<file path="config.mk">
export PLATFORM = sky130hd
export DESIGN_NAME = wb_result_pipe
export DESIGN_NICKNAME = d
export VERILOG_FILES = /design/src/rtl/wb_pkg.sv /design/src/rtl/wb_skid_buf.sv /design/src/rtl/wb_result_pipe.sv
export SDC_FILE = /design/constraint.sdc
export NUM_CORES = 1
export LEC_CHECK = 0
export CAP_MARGIN = 15
export CELL_PAD_IN_SITES_DETAIL_PLACEMENT = 0
export CELL_PAD_IN_SITES_GLOBAL_PLACEMENT = 2
export CORE_MARGIN = 5
export CORE_UTILIZATION = 24
export CTS_CLUSTER_DIAMETER = 30
export DETAILED_ROUTE_END_ITERATION = 10
export PLACE_DENSITY_LB_ADDON = 0.08
export SLEW_MARGIN = 0
export SYNTH_ARGS = -nofsm -noshare
export SYNTH_HDL_FRONTEND = slang
export SYNTH_HIERARCHICAL = 1
export SYNTH_SLANG_ARGS = --single-unit
</file>
<file path="constraint.sdc">
create_clock -name clk -period 2.4 [get_ports clk]
set_input_delay 0.48 -clock clk [delete_from_list [all_inputs] [get_ports clk]]
set_output_delay 0.48 -clock clk [all_outputs]
set_load 0.02 [all_outputs]
</file>
<file path="src/rtl/wb_pkg.sv">
// Shared writeback definitions: result-source select codes, default sizes and the buffered entry.
package wb_pkg;

    localparam int unsigned WB_WIDTH = 32;
    localparam int unsigned WB_NSRC  = 5;
    localparam int unsigned WB_RD_W  = 5;

    typedef enum logic [2:0] {
        SEL_ALU   = 3'd0,
        SEL_MEM   = 3'd1,
        SEL_PC4   = 3'd2,
        SEL_IMM   = 3'd3,
        SEL_PCIMM = 3'd4
    } wb_sel_e;

    typedef struct packed {
        logic [WB_WIDTH-1:0] data;
        logic [WB_RD_W-1:0]  rd;
    } wb_entry_t;

endpackage

</file>
<file path="src/rtl/wb_skid_buf.sv">
// Generic in-order 2-entry valid/ready FIFO; the head entry drives out_data straight from a register.
module wb_skid_buf #(
    parameter int unsigned DW = 37
) (
    input  logic          clk,
    input  logic          rst,
    input  logic          in_valid,
    output logic          in_ready,
    input  logic [DW-1:0] in_data,
    output logic          out_valid,
    input  logic          out_ready,
    output logic [DW-1:0] out_data
);

    logic [1:0]    r_count;
    logic [DW-1:0] r_head;
    logic [DW-1:0] r_tail;
    logic          w_push;
    logic          w_pop;

    // Full means no push, even if a pop frees a slot this cycle.
    assign in_ready  = (r_count != 2'd2) && !rst;
    assign out_valid = (r_count != 2'd0);
    assign out_data  = r_head;
    assign w_push    = in_valid && in_ready;
    assign w_pop     = out_valid && out_ready;

    always_ff @(posedge clk or posedge rst) begin
        if (rst) begin
            r_count <= 2'd0;
            r_head  <= '0;
            r_tail  <= '0;
        end else begin
            case (r_count)
                2'd0: begin
                    if (w_push) begin
                        r_head  <= in_data;
                        r_count <= 2'd1;
                    end
                end
                2'd1: begin
                    if (w_push && w_pop) begin
                        r_head <= in_data;
                    end else if (w_push) begin
                        r_tail  <= in_data;
                        r_count <= 2'd2;
                    end else if (w_pop) begin
                        r_count <= 2'd0;
                    end
                end
                2'd2: begin
                    if (w_pop) begin
                        r_head  <= r_tail;
                        r_count <= 2'd1;
                    end
                end
                default: r_count <= 2'd0;
            endcase
        end
    end

endmodule

</file>
<file path="src/rtl/wb_result_pipe.sv">
// Registered writeback result select with x0 forcing and a 2-entry skid buffer.
// Define WB_RESULT_ILLEGAL_TRAP_EN to drop illegal-select bundles and raise a sticky err.
module wb_result_pipe
    import wb_pkg::*;
#(
    parameter int unsigned WIDTH = WB_WIDTH,
    parameter int unsigned NSRC  = WB_NSRC,
    parameter int unsigned SEL_W = $clog2(NSRC)
) (
    input  logic                  clk,
    input  logic                  rst,
    input  logic                  in_valid,
    output logic                  in_ready,
    input  logic [NSRC*WIDTH-1:0] src_data,
    input  logic [SEL_W-1:0]      sel,
    input  logic [4:0]            rd_addr,
    output logic                  out_valid,
    input  logic                  out_ready,
    output logic [WIDTH-1:0]      out_data,
    output logic [4:0]            out_rd,
    output logic                  err
);

    localparam int unsigned ENTRY_W = WIDTH + 5;

    logic [WIDTH-1:0]   w_sel_data;
    logic [WIDTH-1:0]   w_wr_data;
    logic               w_push_valid;
    logic [ENTRY_W-1:0] w_buf_in;
    logic [ENTRY_W-1:0] w_buf_out;

`ifdef WB_RESULT_ILLEGAL_TRAP_EN
    logic w_sel_legal;
    logic r_err;
`endif

    // Out-of-range select codes match no source and leave the result at zero.
    always_comb begin
        w_sel_data = '0;
`ifdef WB_RESULT_ILLEGAL_TRAP_EN
        w_sel_legal = 1'b0;
`endif
        for (int k = 0; k < NSRC; k++) begin
            if (sel == SEL_W'(k)) begin
                w_sel_data = src_data[k*WIDTH +: WIDTH];
`ifdef WB_RESULT_ILLEGAL_TRAP_EN
                w_sel_legal = 1'b1;
`endif
            end
        end
    end

    assign w_wr_data = (rd_addr == 5'd0) ? '0 : w_sel_data;
    assign w_buf_in  = {w_wr_data, rd_addr};

`ifdef WB_RESULT_ILLEGAL_TRAP_EN
    assign w_push_valid = in_valid && w_sel_legal;

    always_ff @(posedge clk or posedge rst) begin
        if (rst) begin
            r_err <= 1'b0;
        end else if (in_valid && in_ready && !w_sel_legal) begin
            r_err <= 1'b1;
        end
    end

    assign err = r_err;
`else
    assign w_push_valid = in_valid;
    assign err          = 1'b0;
`endif

    wb_skid_buf #(
        .DW(ENTRY_W)
    ) u_skid_buf (
        .clk      (clk),
        .rst      (rst),
        .in_valid (w_push_valid),
        .in_ready (in_ready),
        .in_data  (w_buf_in),
        .out_valid(out_valid),
        .out_ready(out_ready),
        .out_data (w_buf_out)
    );

    assign out_data = w_buf_out[ENTRY_W-1:5];
    assign out_rd   = w_buf_out[4:0];

endmodule

</file>
==> results of run 1 <==
[cell families after synthesis]
kind of cell	after synthesis	synth area share
and+or+nand+nor	83	0.0736
AOI/OAI and AO/OA	67	0.135
muxes	144	0.346
other	1	0.000766
buffers and inverters	38	0.0565
DFF	76	0.389
[registers in the layout, indices dropped and copies added, names as in the netlist]
name and count:
u_skid_buf/r_count 2, u_skid_buf/r_tail 37, u_skid_buf/out_data 37
[metal layers]
layer | part of all wire | wire length [µm]
met5 | 0.0011 | 20
met4 | 0.011 | 200
met3 | 0.086 | 1530
met2 | 0.44 | 7880
met1 | 0.46 | 8150
[cells in the final DEF, fill, tap and decap left out, drive strengths merged, types with 3 or more instances in the layout]
cell type and n:
nand2 3, clkdlybuf4s50 209, o221a 32, clkinvlp 3, nand2b 3, mux2 111
clkbuf 11, buf 32, dfrtp 76, mux2i 33, o2bb2ai 32, nor2 68
[report_power, final]
| part | switching, mW | leakage, nW | internal [mW] |
|---|---|---|---|
| clock network | 0.564 | 0.152 | 0.944 |
| registers | 0.224 | 0.963 | 1.71 |
| logic | 0.793 | 2.15 | 1.24 |
[final timing paths]
| path | from | to | slack, ns | cells past startpoint |
|---|---|---|---|---|
| worst min register to register | u_skid_buf/r_tail[1]$_DFFE_PP0P_ | u_skid_buf/r_tail[1]$_DFFE_PP0P_ | 0.50 | 1 |
| min in group asynchronous | rst | u_skid_buf/r_count[0]$_DFFE_PP0P_ | 0.70 | 3 |
| worst min-delay path | u_skid_buf/r_tail[1]$_DFFE_PP0P_ | u_skid_buf/r_tail[1]$_DFFE_PP0P_ | 0.50 | 1 |
| worst max register to register | u_skid_buf/r_count[1]$_DFFE_PP0P_ | u_skid_buf/out_data[34]$_DFFE_PP0P_ | 0.60 | 4 |
| worst max-delay path | sel[2] | u_skid_buf/out_data[21]$_DFFE_PP0P_ | 0.20 | 7 |
| max in group asynchronous | rst | u_skid_buf/r_tail[31]$_DFFE_PP0P_ | 1.16 | 4 |
[layout make-up]
cell class | instances | area, µm²
well taps | 270 | 338
clock buffers | 11 | 243
repair buffers | 241 | 2490
inverters | 1 | 7.51
flip-flops and latches | 76 | 1900
multi-input cells | 295 | 2720
clock inverters | 5 | 83.8
fillers | 2035 | 12400
[worst reg2reg max path, stage by stage, from the launching register on]
cell and delay, ns:
dfrtp_1 0.44, nor4b_1 0.42, a211o_2 0.28, buf_12 0.21, mux2_4 0.32
[stage by stage]
step | hold slack [ns] | instances | total power, mW | util
detailed placement | 0.488 | 883 | 4.02 | 0.370
global placement | 0.482 | 883 | 3.99 | 0.370
global route | 0.511 | 899 | 5.78 | 0.386
CTS | 0.504 | 899 | 5.58 | 0.386
floorplan | 0.474 | 409 | 3.03 | -
finish | 0.501 | 899 | 5.47 | 0.386
==> impl_summary.md, run 1 <==
Flow run
The tool flagged a number of max-cap violations equal to 0.

Yosys
The largest total area in the synthesized netlist belongs to dfrtp_1. The yosys synthesis warning count is 6. The synthesized design contains 0 enable-type register cells. The post-synth net total is 581. By area the synthesized netlist is led by dfrtp_1, mux2_2, mux2_4, o221a_1, mux2i_1.

In the synthesized netlist the dominant register cell turns out to be dfrtp_1. The portion of synthesized cell area occupied by the leading cell type is 0.389. The post-synthesis register bit count is 76. The share of synthesized registers carrying an async set or reset is 1.00. The commonest cells after synthesis are mux2_2, dfrtp_1, nor2_1, mux2i_1, o2bb2ai_1.

Synthesis instantiated 28 different standard cells from the library. The mapped netlist covers 0.00489 mm². Of the synthesized area, sequential elements account for 0.389. The count of mapped cells out of synthesis is 409. The leading cell type by number of instances after synthesis is mux2_2. The mean instance size in the synthesized netlist is 12.0 µm².

STA
Setup repair after global routing left no endpoint under its margin. Setup slack closes at 0.197 ns. In the finished design, the share of the clock period the worst path needs comes to 0.918.

The count of final hold-check violations is 0. The final-report setup violation count is 0. The number of max-slew violations in the final report is 0. At the pin with the least slew margin, the transition time is 0.540 ns.

The clock skew after layout is 0.0129 ns. The minimum period implied by the final worst setup slack is 2.20 ns. The setup TNS after final layout is 0 ns. In this run the tightest slew margin relative to its limit is 0.640.

The achievable frequency is 454 MHz.

Drt
The detailed router finished its first iteration with 193 violations. The total iterations of the first detailed-routing run is 4. For this run, design rule violations remaining after detail routing come to 0. The overall via count from detail_route is 4171.

After detailed routing, the total wire length is 17800 µm. After detailed routing, the number of vias per cell comes to 4.64. Dividing the detail-routed wire length by the instance count gives 19.8 µm. The remaining antenna violation count is 0.

Global route
The initial antenna violation count is 1. The global routing usage summed across all routing layers is 0.152. Entering global routing, the biggest net connects 33 pins. The total overflow left after global routing is 0. The met2 layer usage reported by global route is 0.236. The number of global-route vias before repair is 4696. The global-route wire length before repair is 27800 µm. For this run, global-route usage on met3 was measured as 0.0540. The global-route track usage on met1 is 0.205.

met2 is the most crowded layer.

Worst setup path
The stage delay of the slowest cell on the critical path is 0.63 ns. By startpoint and endpoint, the worst setup path is classified as in2reg. Along the worst path, the maximum fanout reaches 24. The gate family responsible for the most delay along the worst path is buffers and inverters.

The slowest stage cell on the critical path is clkdlybuf4s50_1. Data arrives at the worst endpoint at 2.42 ns. The critical path contains buffers and inverters numbering 2 combined. Traced cell by cell, the critical path runs through clkdlybuf4s50_1, nand2b_1, buf_12, nor2_1, o221a_1, mux2_2, mux2_4. The worst setup path is launched from an input port.

The critical path endpoint category is a flop. STA puts the critical path data required time at 2.62 ns.

Die
The total die area is 0.0234 mm². For this configuration, the core starts out at a cell density of 0.243. The horizontal die dimension is 153 µm. The core region is 0.0202 mm². In this run the vertical extent of the chip is 153 µm. The total I/O pin count is 212. Row generation in the floorplan step produced 52 rows.

Placed design
The weighted congestion reported at the end of routability-driven placement is 0.754. Input and output buffers added on the ports amount to 210. The placed instance area is 0.00746 mm². Timing analysis after detailed placement gives a worst setup slack of -0.161 ns.

The final HPWL from detailed placement is 13500 µm.

Layout
The share of post-route cells with drive strength above 1 is 0.264. The number of diodes is 0. The area overhead of the layout relative to synthesis is 59.1%. The final net count is 796. Summing all non-filler instances in the final layout gives an area of 0.00779 mm².

Clock tree
Clock latency on the worst-skew pair, taken at its later pin, is 0.34 ns. TritonCTS built the clock tree. The maximum buffer depth of the clock tree is 2. The clock tree root driver cell is clkbuf_16. After clock tree synthesis, the setup repair step added 0 buffers. Clock tree synthesis found a total of 76 sinks.

Clock-pin slew was measured on the worst setup and hold paths at 0.07 ns. The number of buffers added by the clock tree synthesis step is 9. The number of buffers added to fix hold violations after cts is 0. Post-CTS repair changed the size of 0 cells. The count of H-tree levels built during CTS is 3.

Worst hold path
In this run the worst hold path is classified as reg2reg.

Power
In this run the power density over the cells is 702 mW/mm². The worst-case IR drop observed on VDD is 340 µV. The analysis attributes to cell leakage a power of 3.27 nW.

Status
The run finished with clean final reports.
(Power assumes the default switching activity.)
==> inputs of run 2 (changes only) <==
CAP_MARGIN = default   (was 15)
==> results of run 2 <==
Final layout, timing and power as in run 1 (identical DEF).
==> edit 1, RTL diff (settings of run 1) <==
Add a define of `WB_RESULT_ILLEGAL_TRAP_EN`.
--- a/src/rtl/wb_result_pipe.sv
+++ b/src/rtl/wb_result_pipe.sv
@@ -1,5 +1,7 @@
 // Registered writeback result select with x0 forcing and a 2-entry skid buffer.
 // Define WB_RESULT_ILLEGAL_TRAP_EN to drop illegal-select bundles and raise a sticky err.
+`define WB_RESULT_ILLEGAL_TRAP_EN
+
 module wb_result_pipe
     import wb_pkg::*;
 #(
Behaviour: not the same (Yosys sat finds a counterexample within 4 cycles, from zero or initial values and one cycle with rst high).
==> edit 1 against run 1 <==
- area after synthesis is 0.79% higher
- routed wire length is 0.71% lower
- global-route usage down 0.41 points
- worst setup slack lost 0.11 ns
- design area is 0.80% higher
- total power fell by 2.2%
- first-iteration DRC count is 5.7% lower
- sequential cell count is 1 higher
- die area up 0.74%
- synthesized cell count up 0.49%
==> edit 1: results (changes against run 1) <==
----------------------------------------------------
[GRT]
  Via count of the first global-routing pass ... 4572 (-2.6%)
  Global-route wire length before repair ... 27200 um (-2.1%)
  Total GRT Usage ... 0.148 (-0.00412)
  GR met3 Demand/Resource ... 0.0399 (-0.0141)
  Antenna violations before repair ... 0 (-1)

[Critical path]
  Crit Path Max Fanout ... 7 (-71%)
  Launch point of the critical path ... u_skid_buf/r_count[1]

[Place]
  Cell area reported after detailed placement ... 7520 um2 (+0.72%)
  Worst Setup Slack post-DPL ... -0.236 ns (-0.0747 ns)
  Number of buffers added on ports ... 211 (+0.48%)
  Total half-perimeter wirelength after legalization and detailed placement ... 13500 um (about the same)

[STA]
  Worst slew pin tran ... 0.435 ns (-0.105 ns)
  Worst clock skew ... 0.00539 ns (-0.00749 ns)

[Synthesis]
  Total nets after synthesis ... 583 (+0.34%)
  Distinct cells, synth ... 29 (+3.6%)
  Compound-Gate Fraction of Synth Area ... 0.137 (+0.00249)
  Fraction of post-synthesis cell area in the top cell type by area ... 0.391 (+0.00202)
  Ranking of synthesized cells by instance count ... sky130_fd_sc_hd__mux2_2 (81), sky130_fd_sc_hd__dfrtp_1 (77), sky130_fd_sc_hd__nor2_1 (69)
  Register area share after synthesis ... 0.391 (+0.00202)

[Drt]
  Total wirelength of the detailed-routed design ... 17700 um (-0.71%)
  Via count normalized by instance count ... 4.61 (-0.59%)

[Status]
  Status ... complete, no violations

[Cells and area]
  Fillcell total ... 1958 (-3.8%)

[Hold path]
  Class of the worst hold path ... input port to async pin

[Pwr]
  Reported leakage power ... 3.31 nW (+1.4%)
  Maximum vdd drop ... 305 uV (-11%)

----------------------------------------------------
edit 1: cell count changes after synthesis, sizes merged:
cell,change
and2b,-1
buf,-2
a21oi,+1
o21ai,-1
dfrtp,+1
nor2b,+1
conb,-1
nor2,+1
inv,+1
a41o,+1
a21boi,+1
edit 1: logic make-up after synthesis:
family,Yosys count
buffers and inverters,37
AO/OA/AOI/OAI,69
AND/OR/NAND/NOR,84
multiplexers,144
flip-flops,77
edit 1: cell type report:
cell class | instances | area [um2] | area share
clock buffers | 9 | 225 | 0.0287
well taps | 270 | 338 | 0.0430
flip-flops and latches | 77 | 1930 | 0.245
multi-input cells | 297 | 2760 | 0.352
inverters | 2 | 11.3 | 0.00143
repair buffers | 241 | 2490 | 0.317
clock inverters | 7 | 97.6 | 0.0124
edit 1: repair_timing:
action	in CTS	in global routing
hold buffers	0	0
setup endpoints to repair	0	1
resized for setup	0	2
hold endpoints to repair	0	0
buffers inserted	0	0
edit 1: where the power goes:
part,switching (mW),total [mW],internal (mW),leakage [nW]
Combinational,0.765,1.95,1.19,2.18
Sequential,0.219,1.91,1.69,0.983
Clock,0.574,1.49,0.916,0.152
Total,1.56,5.35,3.79,3.31
edit 1: layer usage:
| layer | part of all wire | routed length, um |
|---|---|---|
| met1 | 0.45 | 7970 |
| met4 | 0.0096 | 170 |
| met5 | 0 | 0 |
| met3 | 0.054 | 946 |
| met2 | 0.49 | 8560 |
edit 1: path summary, 6_finish.rpt:
kind	end	slack, ns	cells after the start
worst min register to register	err	0.47	1
min in group clk	err	0.47	1
worst max-delay path	in_ready	0.09	3
worst min-delay path	err	0.37	2
max in group asynchronous	u_skid_buf/r_tail[15]	1.19	4
worst max register to register	u_skid_buf/out_data[22]	0.54	4
edit 1: stage by stage:
stage,TNS [ns],std cells,utilization
final,0,903,0.388
after global routing,0,903,0.388
after CTS,0,903,0.387
after detailed placement,-10.49,887,0.371
after global placement,-7.33,887,0.371
after floorplan,0,411,-
==> edit 2, RTL diff (config.mk and constraints of run 1) <==
Made on the original files. The package constant `WB_WIDTH` goes from 32 to 24.
--- a/src/rtl/wb_pkg.sv
+++ b/src/rtl/wb_pkg.sv
@@ -1,7 +1,7 @@
 // Shared writeback definitions: result-source select codes, default sizes and the buffered entry.
 package wb_pkg;
 
-    localparam int unsigned WB_WIDTH = 32;
+    localparam int unsigned WB_WIDTH = 24;
     localparam int unsigned WB_NSRC  = 5;
     localparam int unsigned WB_RD_W  = 5;
 
Interface: changed (resized out_data and src_data); port bits go from 212 to 164. The function was not compared with the original's and may differ.
==> edit 2 against run 1 <==
- total power is 20% lower
- sequential cell count down 16
- combinational power shrank 31%
- design area down 25%
- routed wire length fell by 27%
- critical endpoint is now u_skid_buf/out_data[27]
- register-to-register slack better by 0.05 ns
- area after synthesis down 26%
- worst hold slack worse by 0.019 ns
- worst setup slack worse by 0.051 ns
==> edit 2: results (changes against run 1) <==
----------------------------------------------------
[Place]
  Weighted congestion at the end of routability-driven global placement ... 0.691 (-8.3%)
  Placed Instances ... 656 (-26%)
  Number of buffers added on ports ... 162 (-23%)

[Synthesis]
  Ranking of synthesized cells by instance count ... sky130_fd_sc_hd__dfrtp_1 (60), sky130_fd_sc_hd__nor2_1 (50), sky130_fd_sc_hd__o21a_1 (29), sky130_fd_sc_hd__o32a_1 (29), sky130_fd_sc_hd__mux2_2 (27)
  Register area share after synthesis ... 0.415 (+0.0265)
  Syn Inst Count ... 326 (-20%)
  Total nets after synthesis ... 458 (-21%)

[Critical path]
  FF-to-FF setup slack ... 0.65 ns (+0.05 ns)
  Capturing point of the worst reg2reg path ... u_skid_buf/out_data[23]
  Crit Path Max Fanout ... 14 (-42%)
  Number of cells on the worst reg-to-reg path ... 5 (+1)

[CTS]
  Clock edge transition at the registers on the reported setup and hold paths ... 0.05 ns (-0.02 ns)
  Clock latency of the later-clocked register in the worst-skew pair ... 0.32 ns (-0.02 ns)

[Drt]
  First drt pass iteration count ... 6 (+2)
  Total wirelength of the detailed-routed design ... 12900 um (-27%)

[Cells and area]
  Net total in the final layout ... 616 (-23%)
  Fillcell total ... 1501 (-26%)
  Area of combinational cells with multiple inputs ... 1910 um2 (-30%)
  Number of standard cells in the layout, taps in and fillers out ... 673 (-25%)

[Pwr]
  Reported leakage power ... 2.30 nW (-29%)
  Sw Pwr ... 1.21 mW (-24%)
  Power consumed by combinational cells ... 1.41 mW (-31%)

[Hold path]
  Hold Crit Start ... u_skid_buf/out_data[2]
  Endpoint with the worst hold slack ... u_skid_buf/out_data[2]

[GRT]
  Global-route wire length before repair ... 20000 um (-28%)
  Antenna violations before repair ... 0 (-1)
  Total GRT Usage ... 0.142 (-0.0100)
  Maximum number of pins on one net before global-route repair ... 61 (+85%)

[Floorplanning]
  Site Rows ... 44 (-15%)

[STA]
  Setup slack after layout ... 0.146 ns (-0.0510 ns)
  Max-Slew Margin vs Limit ... 0.530 (-0.110)

[Status]
  Status ... complete, no violations

----------------------------------------------------
edit 2: per-layer routing:
metal	wire, um	part of all wire	up-vias	track usage
li1	-	-	1576	-
met1	6110	0.47	1606	0.188
met2	5920	0.46	114	0.225
met3	849	0.066	4	0.0425
met4	39	0.0030	0	0.0375
met5	0	0	-	0
edit 2: layout make-up:
type | count | share of cell area
multi-input cells | 229 | 0.328
repair buffers | 181 | 0.314
flip-flops and latches | 60 | 0.259
clock buffers | 12 | 0.0459
well taps | 184 | 0.0396
clock inverters | 4 | 0.0121
inverters | 3 | 0.00194
edit 2: cells by family after synthesis:
| family | share of synthesized area |
|---|---|
| buf+inv | 0.0657 |
| flops | 0.415 |
| mux | 0.159 |
| other cells | 0.00104 |
| compound gates | 0.283 |
| simple gates | 0.0754 |
edit 2: repair_timing:
| action | CTS | global route |
|---|---|---|
| hold endpoints to repair | 0 | 0 |
| hold buffers | 0 | 0 |
| setup endpoints to repair | 0 | 25 |
| gates resized for setup | 0 | 1 |
